<file path="src/rtl/fetch_queue.sv">
// Instruction fetch front-end: owns the fetch PC, issues ROM reads and buffers
// {pc, word} pairs in a small FIFO that feeds decode through a valid/ready handshake.
module fetch_queue #(
    parameter int unsigned            ADDR_W   = 12,
    parameter int unsigned            DEPTH    = 4,
    parameter logic [ADDR_W-1:0]      RESET_PC = '0
) (
    input  logic                      clk,
    input  logic                      nRst,
    output logic [ADDR_W-1:0]         imemAddr,
    output logic                      imemEn,
    input  logic [31:0]               imemData,
    input  logic                      redirect,
    input  logic [ADDR_W-1:0]         redirectPc,
    output logic                      instrValid,
    input  logic                      instrReady,
    output logic [31:0]               instrOut,
    output logic [ADDR_W-1:0]         instrPc,
    output logic [$clog2(DEPTH):0]    fifoLevel
);
    localparam int unsigned PTR_W = $clog2(DEPTH);
    localparam int unsigned CNT_W = PTR_W + 1;

    logic [ADDR_W-1:0] fetch_pc_q, fetch_pc_d;
    logic [ADDR_W-1:0] inflight_pc_q, inflight_pc_d;
    logic              inflight_q, inflight_d;
    logic [CNT_W-1:0]  count_q, count_d;
    logic [PTR_W-1:0]  rd_ptr_q, rd_ptr_d;
    logic [PTR_W-1:0]  wr_ptr_q, wr_ptr_d;

    logic [ADDR_W-1:0] pc_mem   [DEPTH];
    logic [31:0]       word_mem [DEPTH];

    logic push, pop, empty;

    // Credit counts the in-flight word as occupied, so the FIFO can never overflow.
    assign imemEn     = nRst && !redirect &&
                        ((count_q + CNT_W'(inflight_q)) < CNT_W'(DEPTH));
    assign imemAddr   = fetch_pc_q;
    assign empty      = (count_q == '0);
    assign instrValid = !empty && !redirect;
    assign push       = inflight_q && !redirect;
    assign pop        = instrValid && instrReady;
    assign instrOut   = empty ? '0 : word_mem[rd_ptr_q];
    assign instrPc    = empty ? '0 : pc_mem[rd_ptr_q];
    assign fifoLevel  = count_q;

    always_comb begin
        fetch_pc_d    = fetch_pc_q;
        inflight_pc_d = inflight_pc_q;
        inflight_d    = imemEn;
        count_d       = count_q;
        rd_ptr_d      = rd_ptr_q;
        wr_ptr_d      = wr_ptr_q;
        if (redirect) begin
            // Flush everything, including the word the ROM returns this cycle.
            fetch_pc_d = redirectPc;
            inflight_d = 1'b0;
            count_d    = '0;
            rd_ptr_d   = '0;
            wr_ptr_d   = '0;
        end else begin
            if (imemEn) begin
                fetch_pc_d    = fetch_pc_q + ADDR_W'(1);
                inflight_pc_d = fetch_pc_q;
            end
            if (push) wr_ptr_d = wr_ptr_q + PTR_W'(1);
            if (pop)  rd_ptr_d = rd_ptr_q + PTR_W'(1);
            case ({push, pop})
                2'b10:   count_d = count_q + CNT_W'(1);
                2'b01:   count_d = count_q - CNT_W'(1);
                default: count_d = count_q;
            endcase
        end
    end

    always_ff @(posedge clk or negedge nRst) begin
        if (!nRst) begin
            fetch_pc_q    <= RESET_PC;
            inflight_pc_q <= '0;
            inflight_q    <= 1'b0;
            count_q       <= '0;
            rd_ptr_q      <= '0;
            wr_ptr_q      <= '0;
        end else begin
            fetch_pc_q    <= fetch_pc_d;
            inflight_pc_q <= inflight_pc_d;
            inflight_q    <= inflight_d;
            count_q       <= count_d;
            rd_ptr_q      <= rd_ptr_d;
            wr_ptr_q      <= wr_ptr_d;
        end
    end

    // Storage carries no reset; entries are only observed while count is non-zero.
    always_ff @(posedge clk) begin
        if (push) begin
            pc_mem[wr_ptr_q]   <= inflight_pc_q;
            word_mem[wr_ptr_q] <= imemData;
        end
    end
endmodule

</file>
<file path="config.mk">
export PLATFORM = sky130hd
export DESIGN_NAME = fetch_queue
export DESIGN_NICKNAME = d
export VERILOG_FILES = /design/src/rtl/fetch_queue.sv
export SDC_FILE = /design/constraint.sdc
export NUM_CORES = 1
export LEC_CHECK = 0
export ABC_AREA = 1
export BUFFER_PORTS_ARGS = -buffer_cell sky130_fd_sc_hd__buf_2
export CORE_AREA = 4 4 105 181
export CTS_BUF_LIST = sky130_fd_sc_hd__clkbuf_16
export DETAILED_ROUTE_END_ITERATION = 7
export DIE_AREA = 0 0 109 185
export PLACE_DENSITY = 0.68
export SLEW_MARGIN = 15
export SYNTH_ARGS = -nofsm -noshare
export SYNTH_HDL_FRONTEND = slang
export SYNTH_SLANG_ARGS = --single-unit
</file>
<file path="constraint.sdc">
create_clock -name clk -period 5.3 [get_ports clk]
set_input_delay 0.53 -clock clk [delete_from_list [all_inputs] [get_ports clk]]
set_output_delay 0.53 -clock clk [all_outputs]
set_load 0.01 [all_outputs]
</file>
Word level (Yosys, flattened, before mapping)
Memories as Yosys holds them, arrays and structs flattened.
Index checks and enable logic that the tools add are counted.
{"block": "word_totals", "out_inout_bits": 61, "mem_bits_rw": 176, "n_memories": 2, "reg_bits": 32}
{"memory": "word_mem", "words": 4, "width": 32, "rd": 1, "rd_ports_with_merged_regs": 0, "wr": 1, "line": "32", "source": "logic [31:0] word_mem [DEPTH];"}
{"memory": "pc_mem", "words": 4, "width": 12, "rd": 1, "rd_ports_with_merged_regs": 0, "wr": 1, "line": "31", "source": "logic [ADDR_W-1:0] pc_mem [DEPTH];"}
{"block": "classes", "n_eq_ne": 2, "reduce_logical": 13, "muxes": 13, "bitwise": 1, "n_lt_le_gt_ge": 1, "n_addsub": 6}
{"cell": "$mux W12", "count": 3}
{"cell": "$mux W32", "count": 1}
{"cell": "$add A12 B1 Y12 const B", "count": 1}
{"cell": "$mux W2", "count": 4}
{"cell": "$pmux W3 S2", "count": 1}
{"cell": "$reduce_bool A2 Y1", "count": 3}
{"cell": "$logic_and A1 B1 Y1", "count": 5}
{"cell": "$add A2 B1 Y2 const B", "count": 2}
{"cell": "$add A3 B1 Y3", "count": 1}
{"cell": "$add A3 B1 Y3 const B", "count": 1}
{"cell": "$logic_not A3 Y1", "count": 1}
{"cell": "$lt A3 B3 Y1 const B", "count": 1}
{"cell": "$mux W1", "count": 3}
{"cell": "$mux W3", "count": 1}
{"cell": "$reduce_bool A3 Y1", "count": 1}
{"cell": "$sub A3 B1 Y3 const B", "count": 1}
{"cell": "$eq A2 B1 Y1 const B", "count": 1}
{"cell": "$eq A2 B2 Y1 const B", "count": 1}
{"cell": "$logic_not A1 Y1", "count": 2}
{"cell": "$reduce_and A2 Y1", "count": 1}
{"cell": "$not A1 Y1", "count": 1}

Longest topological paths before layout
Gate-level depths: netlist of the first run.
{"block": "depth", "word_depth": 7, "ltp_mapped": 11, "depth_no_buf": 11}

Worst setup path before layout of the first run
No wires, ideal clock.
{"block": "synth_timing", "path_kind": "in2reg", "from": "in redirect", "to": "mem pc_mem[0][0], enable pin", "arrival_ps": 2720, "n_path_buf": 1, "required_ps": 4855, "setup_time_ps": 445, "stages": 4, "setup_slack_ps": 2134, "path_cell_list": "buf_4 -> inv_2 -> nand2_2 -> nor2_1"}
{"block": "synth_between", "elab_chain_len": 4}
{"element": "from (decl)", "line": "13", "source": "input logic redirect,"}
{"element": "$logic_not A1 Y1", "line": "42", "source": "assign push = inflight_q && !redirect;"}
{"element": "$logic_and A1 B1 Y1", "line": "42"}
{"element": "$mux W1", "line": "97", "source": "if (push) begin"}
{"element": "$mux W1 (implied by the code)", "line": "98", "source": "pc_mem[wr_ptr_q] <= inflight_pc_q;"}
{"element": "to (decl)", "line": "31"}
Every way passes these cells.

Worst setup path in the final report of the first run
{"block": "layout_timing", "from": "reg rd_ptr_q[0]", "to": "out instrOut[28]"}
{"block": "layout_between", "elab_chain_len": 2}
{"element": "from (decl)", "line": "28", "source": "logic [PTR_W-1:0] rd_ptr_q, rd_ptr_d;"}
{"element": "from (signal assigned)", "line": "90", "source": "rd_ptr_q <= rd_ptr_d;"}
{"element": "$mem_v2 Z4 W32"}
{"element": "$mux W32", "line": "44", "source": "assign instrOut = empty ? '0 : word_mem[rd_ptr_q];"}
{"element": "to (decl)", "line": "17", "source": "output logic [31:0] instrOut,"}
Every way passes these cells.

==> results of run 1 <==
## power groups by stage
stage | clock [W] | sequential, W | combinational (W)
final | 0.00125 | 0.00190 | 0.000391
after global routing | 0.00133 | 0.00190 | 0.000443
after CTS | 0.00128 | 0.00190 | 0.000398
after detailed placement | 0 | 0.00193 | 0.000396
after global placement | 0 | 0.00193 | 0.000392
after floorplan | 0 | 0.00192 | 0.000235
## cell families (layout without fill, tap and decap cells)
kind of cell	after synthesis	after routing	synth area share
compound gates	147	147	0.0874
xor+xnor	6	6	0.00621
fa+ha+maj	6	6	0.00976
buf+inv	64	174	0.0318
flops	208	208	0.720
simple gates	312	312	0.145
## flip-flops by register name, indices dropped and copies added, names as in the netlist
name           cells
fifoLevel          3
wr_ptr_q           2
inflight_q         1
word_mem         128
imemAddr          12
inflight_pc_q     12
rd_ptr_q           2
pc_mem            48
## synthesized netlist by cell type
| cell | instances | share of area |
|---|---|---|
| buf_2 | 17 | 0.010 |
| o31ai_1 | 1 | 0.00089 |
| inv_2 | 5 | 0.0022 |
| o21ai_0 | 100 | 0.059 |
| nand4_1 | 4 | 0.0030 |
| buf_4 | 2 | 0.0018 |
| xnor2_1 | 1 | 0.0010 |
| inv_1 | 20 | 0.0089 |
| edfxtp_1 | 176 | 0.62 |
| clkbuf_1 | 19 | 0.0084 |
| fa_1 | 1 | 0.0024 |
| nand2_2 | 3 | 0.0022 |
| nand3_2 | 1 | 0.0012 |
| ha_1 | 5 | 0.0074 |
| a21oi_1 | 45 | 0.027 |
| nand2_1 | 86 | 0.038 |
| xor2_1 | 5 | 0.0052 |
| dfrtp_1 | 32 | 0.095 |
| clkinv_1 | 1 | 0.00044 |
| nor2_1 | 193 | 0.086 |
| nand3_1 | 24 | 0.014 |
| a31oi_1 | 1 | 0.00074 |
| or2_2 | 1 | 0.00074 |
## area by class of cell
class	count	share of cell area
timing repair buffer	116	0.0614
inverter	26	0.00998
sequential	208	0.623
multi-input combinational	471	0.218
tap	231	0.0296
clock inverter	13	0.00947
clock buffer	19	0.0486
## stage by stage
step | setup WS, ns | std cells | power [W]
floorplan | 2.13 | 743 | 0.00216
global placement | 2.49 | 1052 | 0.00232
detailed placement | 2.51 | 1052 | 0.00233
CTS | 2.27 | 1084 | 0.00357
global route | 2.12 | 1084 | 0.00368
finish | 2.35 | 1084 | 0.00354
## worst paths after layout
path | from | endpoint | slack (ns) | cells after the start
min in group clk | redirectPc[6] | imemAddr[6] | 0.27 | 3
setup reg to reg | wr_ptr_q[1] | pc_mem[1][0] | 3.17 | 5
max in group asynchronous | nRst | rd_ptr_q[1] | 4.66 | 1
hold reg to reg | inflight_pc_q[8] | pc_mem[2][8] | 0.52 | 0
hold / removal | nRst | imemAddr[4] | 0.12 | 1
setup / recovery | rd_ptr_q[0] | instrOut[28] | 2.35 | 5
## per-layer routing
layer / global-route usage / up-vias / part of all wire
met3: 0.0310 / 21 / 0.060
met5: 0 / - / 0
li1: - / 2753 / -
met1: 0.201 / 2731 / 0.39
met4: 0.0536 / 0 / 0.017
met2: 0.325 / 152 / 0.53
## worst max-delay path, delay by kind of cell, from the launching register on
family          cells  cell delay, ns
compound gates      2            0.42
buf+inv             3            1.12
flops               1            0.41
==> flow_metrics.tcl, run 1 <==
set metrics [dict create \
    layout_min_cycle_time_ns 2.95 \
    vias 5657 \
    required_ns 4.77 \
    io_pins 109 \
    worstMarginPinSlew_ns 1.03 \
    multiInputGateArea_um2 2130 \
    drt_iter0_drc 260 \
    cts-root-buf "clkbuf_16" \
    pwr-share-comb 0.111 \
    grt_pass1_vias 5565 \
    fp.dieW_um 109 \
    grt_max_degree 92 \
    port_buffers 108 \
    fin_area_um2 9780 \
    drcViolationCount 0 \
    hold_slack_ns 0.118 \
    cp-end-kind "output pin" \
    vias_per_cell 5.22 \
    postCtsSetupBuffers 0 \
    ys_warn_count 0 \
    worst-path-max-fanout 54 \
    hold_class "primary input to asynchronous set/reset pin" \
    fin_util 0.557 \
    crit_type "flip-flop to output pin" \
    pwr-share-seq 0.536 \
    cts_resized 0 \
    dr.pass1.iters 4 \
    p_int_w 0.00267 \
    num-fill-cells 1453 \
    slew_violations 0 \
    grtUsageTotal 0.175 \
    clock.fmax_mhz 339 \
    numCtsBuffers 19 \
    nets 896 \
    clk_pin_slew_ns 0.06 \
    cts_tree "built" \
    syn2layout_area_growth_pct 15.6 \
    p_per_area_nw_per_um2 362 \
    antenna_found_initial 0 \
    slew_headroom 0.315 \
    ir_drop_v 0.000237 \
    row_count 64 \
    postPlaceCellArea_um2 9210 \
    cp_slowest_stage_delay_ns 0.54 \
    ys_seq_area_frac 0.720 \
    start_util 0.482 \
    place_congestion 0.815 \
    hold_violations 0 \
    startpoint_type "flip-flop" \
    htreeDepth 1 \
    syn_inst 743 \
    ff_latch_area_um2 6090 \
    rsz0062_at_grt "no" \
    grt_pass1_wl_mm 27.6 \
    drive_gt1_frac 0.186 \
    synth_nets 797 \
    die_area_um2 20200 \
    outcome "finished, final reports clean" \
    worstPathCellList "inv_2 > buf_4 > o21ai_0 > a21oi_1 > buf_2" \
    drt-total-wl_mm 17.5 \
    skew_ns 0.00962 \
    cts_max_path_buffers 3 \
    ys_ff_latch 208 \
    setup_viol 0 \
    wl_per_cell_um 16.2 \
    dp_hpwl_mm 10.6 \
    timing.setup.tns_ns 0 \
    antenna-diode-count 0 \
    min_period_over_period 0.557 \
    netSwitchingPower_w 0.000863 \
    swShare 0.244 \
    syn_area_um2 8460 \
    die_h_um 185 \
    hold_buffers 0 \
    numClockSinks 208 \
    clk_latency_ns 0.47 \
    core-area_um2 17500 \
    postRouteAntennaNets 0 \
    clock_power_share 0.353 \
    drv.max_cap_violation_count 0 \
    final_common_cell "nor2_1" \
    slowest_stage "buf_4" \
    layout_common_cells "189 x nor2_1, 176 x edfxtp_1, 108 x buf_2" \
    syn_area_per_cell_um2 11.4 \
    synth_cell_type_count 23 \
    overflow 0 \
    arrival_ns 2.42 \
    leakagePower_nw 3.82 \
]
Power figures use the tool's default switching activity.
==> inputs of run 2 (changes only) <==
ABC_AREA = 0   (was 1)
CORE_AREA = 4 4 104 180   (was 4 4 105 181)
DIE_AREA = 0 0 108 184   (was 0 0 109 185)
PLACE_DENSITY = 0.69   (was 0.68)
clock period = 2.8 ns   (was 5.3 ns; I/O delays follow)
==> flow_metrics.tcl, run 2 <==
set metrics [dict create \
    path_delay_family "flip-flops" \
    synth_fa_ha_area_frac 0.00987 \
    grt_pass1_wl_mm 25.0 \
    clock.fmax_mhz 415 \
    dr.pass1.iters 4 \
    min_path_cells 1 \
    multiInputGateArea_um2 2160 \
    antenna_found_initial 1 \
    drv.max_cap_violation_count 0 \
    ys.flop_type "edfxtp_1" \
    setup_viol 0 \
    cts-root-buf "clkbuf_16" \
    postPlaceCellArea_um2 9260 \
    synth_compound_area_frac 0.0304 \
    leakagePower_nw 3.59 \
    synth_cell_type_count 49 \
    syn_inst 434 \
    timing.setup.tns_ns 0 \
    vias_per_cell 5.30 \
    die_area_um2 19900 \
    cts_tree "built" \
    core-area_um2 17400 \
    synthMuxAreaShare 0.140 \
    synthTopCellsByArea "edfxtp_1 63%, mux4_2 12%, dfrtp_1 9.6%" \
    drt_iter0_drc 163 \
    pwr-share-seq 0.445 \
    clk_latency_ns 0.48 \
    drt-total-wl_mm 15.7 \
    ys_ff_latch 208 \
    numCtsBuffers 19 \
    global_route.usage.met1 0.192 \
    drive_gt1_frac 0.377 \
    overflow 0 \
    layout_min_cycle_time_ns 2.41 \
    hold_buffers 13 \
    syn2layout_area_growth_pct 19.3 \
    swShare 0.292 \
    hold_class "primary input to flip-flop" \
    final_common_cell "edfxtp_1" \
    skew_ns 0.0123 \
    port_buffers 108 \
    clock_power_share 0.272 \
    cp-end-kind "output pin" \
    ff_latch_area_um2 6090 \
    postCtsSetupBuffers 0 \
    drcViolationCount 0 \
    worst-path-max-fanout 25 \
    dp_hpwl_mm 9.91 \
    synth_commonest_cells "176 x edfxtp_1, 44 x mux4_2, 32 x dfrtp_1, 32 x nor2b_1" \
    p_per_area_nw_per_um2 884 \
    start_util 0.482 \
    clk_pin_slew_ns 0.06 \
    cp_slowest_stage_delay_ns 0.75 \
    netSwitchingPower_w 0.00257 \
    io_pins 109 \
    cts_resized 0 \
    slew_violations 0 \
    grt-busiest-layer "met2" \
    worst-path-stages 4 \
    postRouteAntennaNets 0 \
    worstPathCellList "buf_12 > mux4_2 > and2b_1 > buf_2" \
    synthXorXnorAreaFrac 0.00733 \
    crit_type "flip-flop to output pin" \
    synth.top_cell.area_share 0.632 \
    numClockSinks 208 \
    wl_per_cell_um 19.3 \
    fin_util 0.574 \
    synth_simple_gate_area_share 0.0694 \
    path_buf_inv 2 \
    row_count 64 \
    pwr-share-comb 0.282 \
    registers.top_by_ff_count "word_mem" \
    required_ns 2.52 \
    synth_top_area_cell "edfxtp_1" \
    ir_drop_v 0.000764 \
    ys_seq_area_frac 0.727 \
    syn_area_um2 8370 \
    min_period_over_period 0.862 \
    startpoint_type "flip-flop" \
    outcome "finished, final reports clean" \
    grt_use_met2 0.301 \
    place_congestion 0.771 \
    slew_headroom 0.597 \
    num-fill-cells 1371 \
    cts_max_path_buffers 3 \
    synth_nets 488 \
    grt_pass1_vias 4682 \
    synth.most_common_cell "edfxtp_1" \
    async_reset_ff_frac 0.154 \
    ys_warn_count 0 \
    nets 621 \
    hold_violations 0 \
    synth-edff-count 176 \
    use_met3 0.0267 \
    synth_top_family_by_area "multiplexers" \
    die_h_um 184 \
    reg2regPathDepth 5 \
    grtUsageTotal 0.162 \
    largest_reg_flops 128 \
    slowest_stage "dfrtp_2" \
    syn_area_per_cell_um2 19.3 \
    layout_common_cells "176 x edfxtp_1, 108 x buf_2, 44 x mux4_2" \
    p_int_w 0.00625 \
    htreeDepth 1 \
    worstMarginPinSlew_ns 0.604 \
    vias 4299 \
    grt_max_degree 46 \
    rsz0062_at_grt "no" \
    fp.dieW_um 108 \
    reg_top3 "word_mem x128, pc_mem x48" \
    fin_area_um2 9980 \
    arrival_ns 2.13 \
]
run 2: cells by family after synthesis:
logic type / after synthesis
AO/OA/AOI/OAI: 33
XOR/XNOR: 7
adder cells (fa/ha/maj): 6
buffers and inverters: 27
flip-flops: 208
multiplexers: 58
AND/OR/NAND/NOR: 95
run 2: per-layer routing:
layer	routed length, um	vias to the layer above
li1	-	1976
met1	5840	2189
met2	8790	112
met3	769	22
met4	293	0
met5	0	-
run 2: path summary, 6_finish.rpt:
path / from / slack (ns) / end
max in group asynchronous: nRst / 1.89 / rd_ptr_q[0]
min: imemData[1] / 0.02 / word_mem[1][1]
min reg2reg: inflight_pc_q[11] / 0.52 / pc_mem[0][11]
max: rd_ptr_q[1] / 0.39 / instrOut[27]
min in group asynchronous: nRst / 0.24 / imemAddr[11]
max reg2reg: fifoLevel[1] / 0.58 / fifoLevel[2]
run 2: layout make-up:
type,instances,share of cell area
sequential,208,0.610
clock inverter,12,0.00577
tap,231,0.0290
multi-input combinational,199,0.216
antenna,1,0.000251
timing repair buffer,132,0.0830
inverter,7,0.00263
clock buffer,21,0.0527
run 2: through the flow:
stage	hold slack, ns	setup WS [ns]	power (W)	std cells
finish	0.0182	0.388	0.00883	811
global route	0.00428	0.271	0.00932	810
CTS	0.00111	0.307	0.00899	810
detailed placement	0.198	0.603	0.00655	764
global placement	0.194	0.654	0.00649	764
floorplan	-0.0156	0.636	0.00555	434
run 2: power by group through the flow:
| stage | registers (W) | logic [W] | clock network [W] |
|---|---|---|---|
| detailed placement | 0.00400 | 0.00255 | 0 |
| global placement | 0.00397 | 0.00252 | 0 |
| CTS | 0.00394 | 0.00258 | 0.00248 |
| finish | 0.00393 | 0.00249 | 0.00240 |
| global route | 0.00397 | 0.00275 | 0.00260 |
| floorplan | 0.00390 | 0.00165 | 0 |
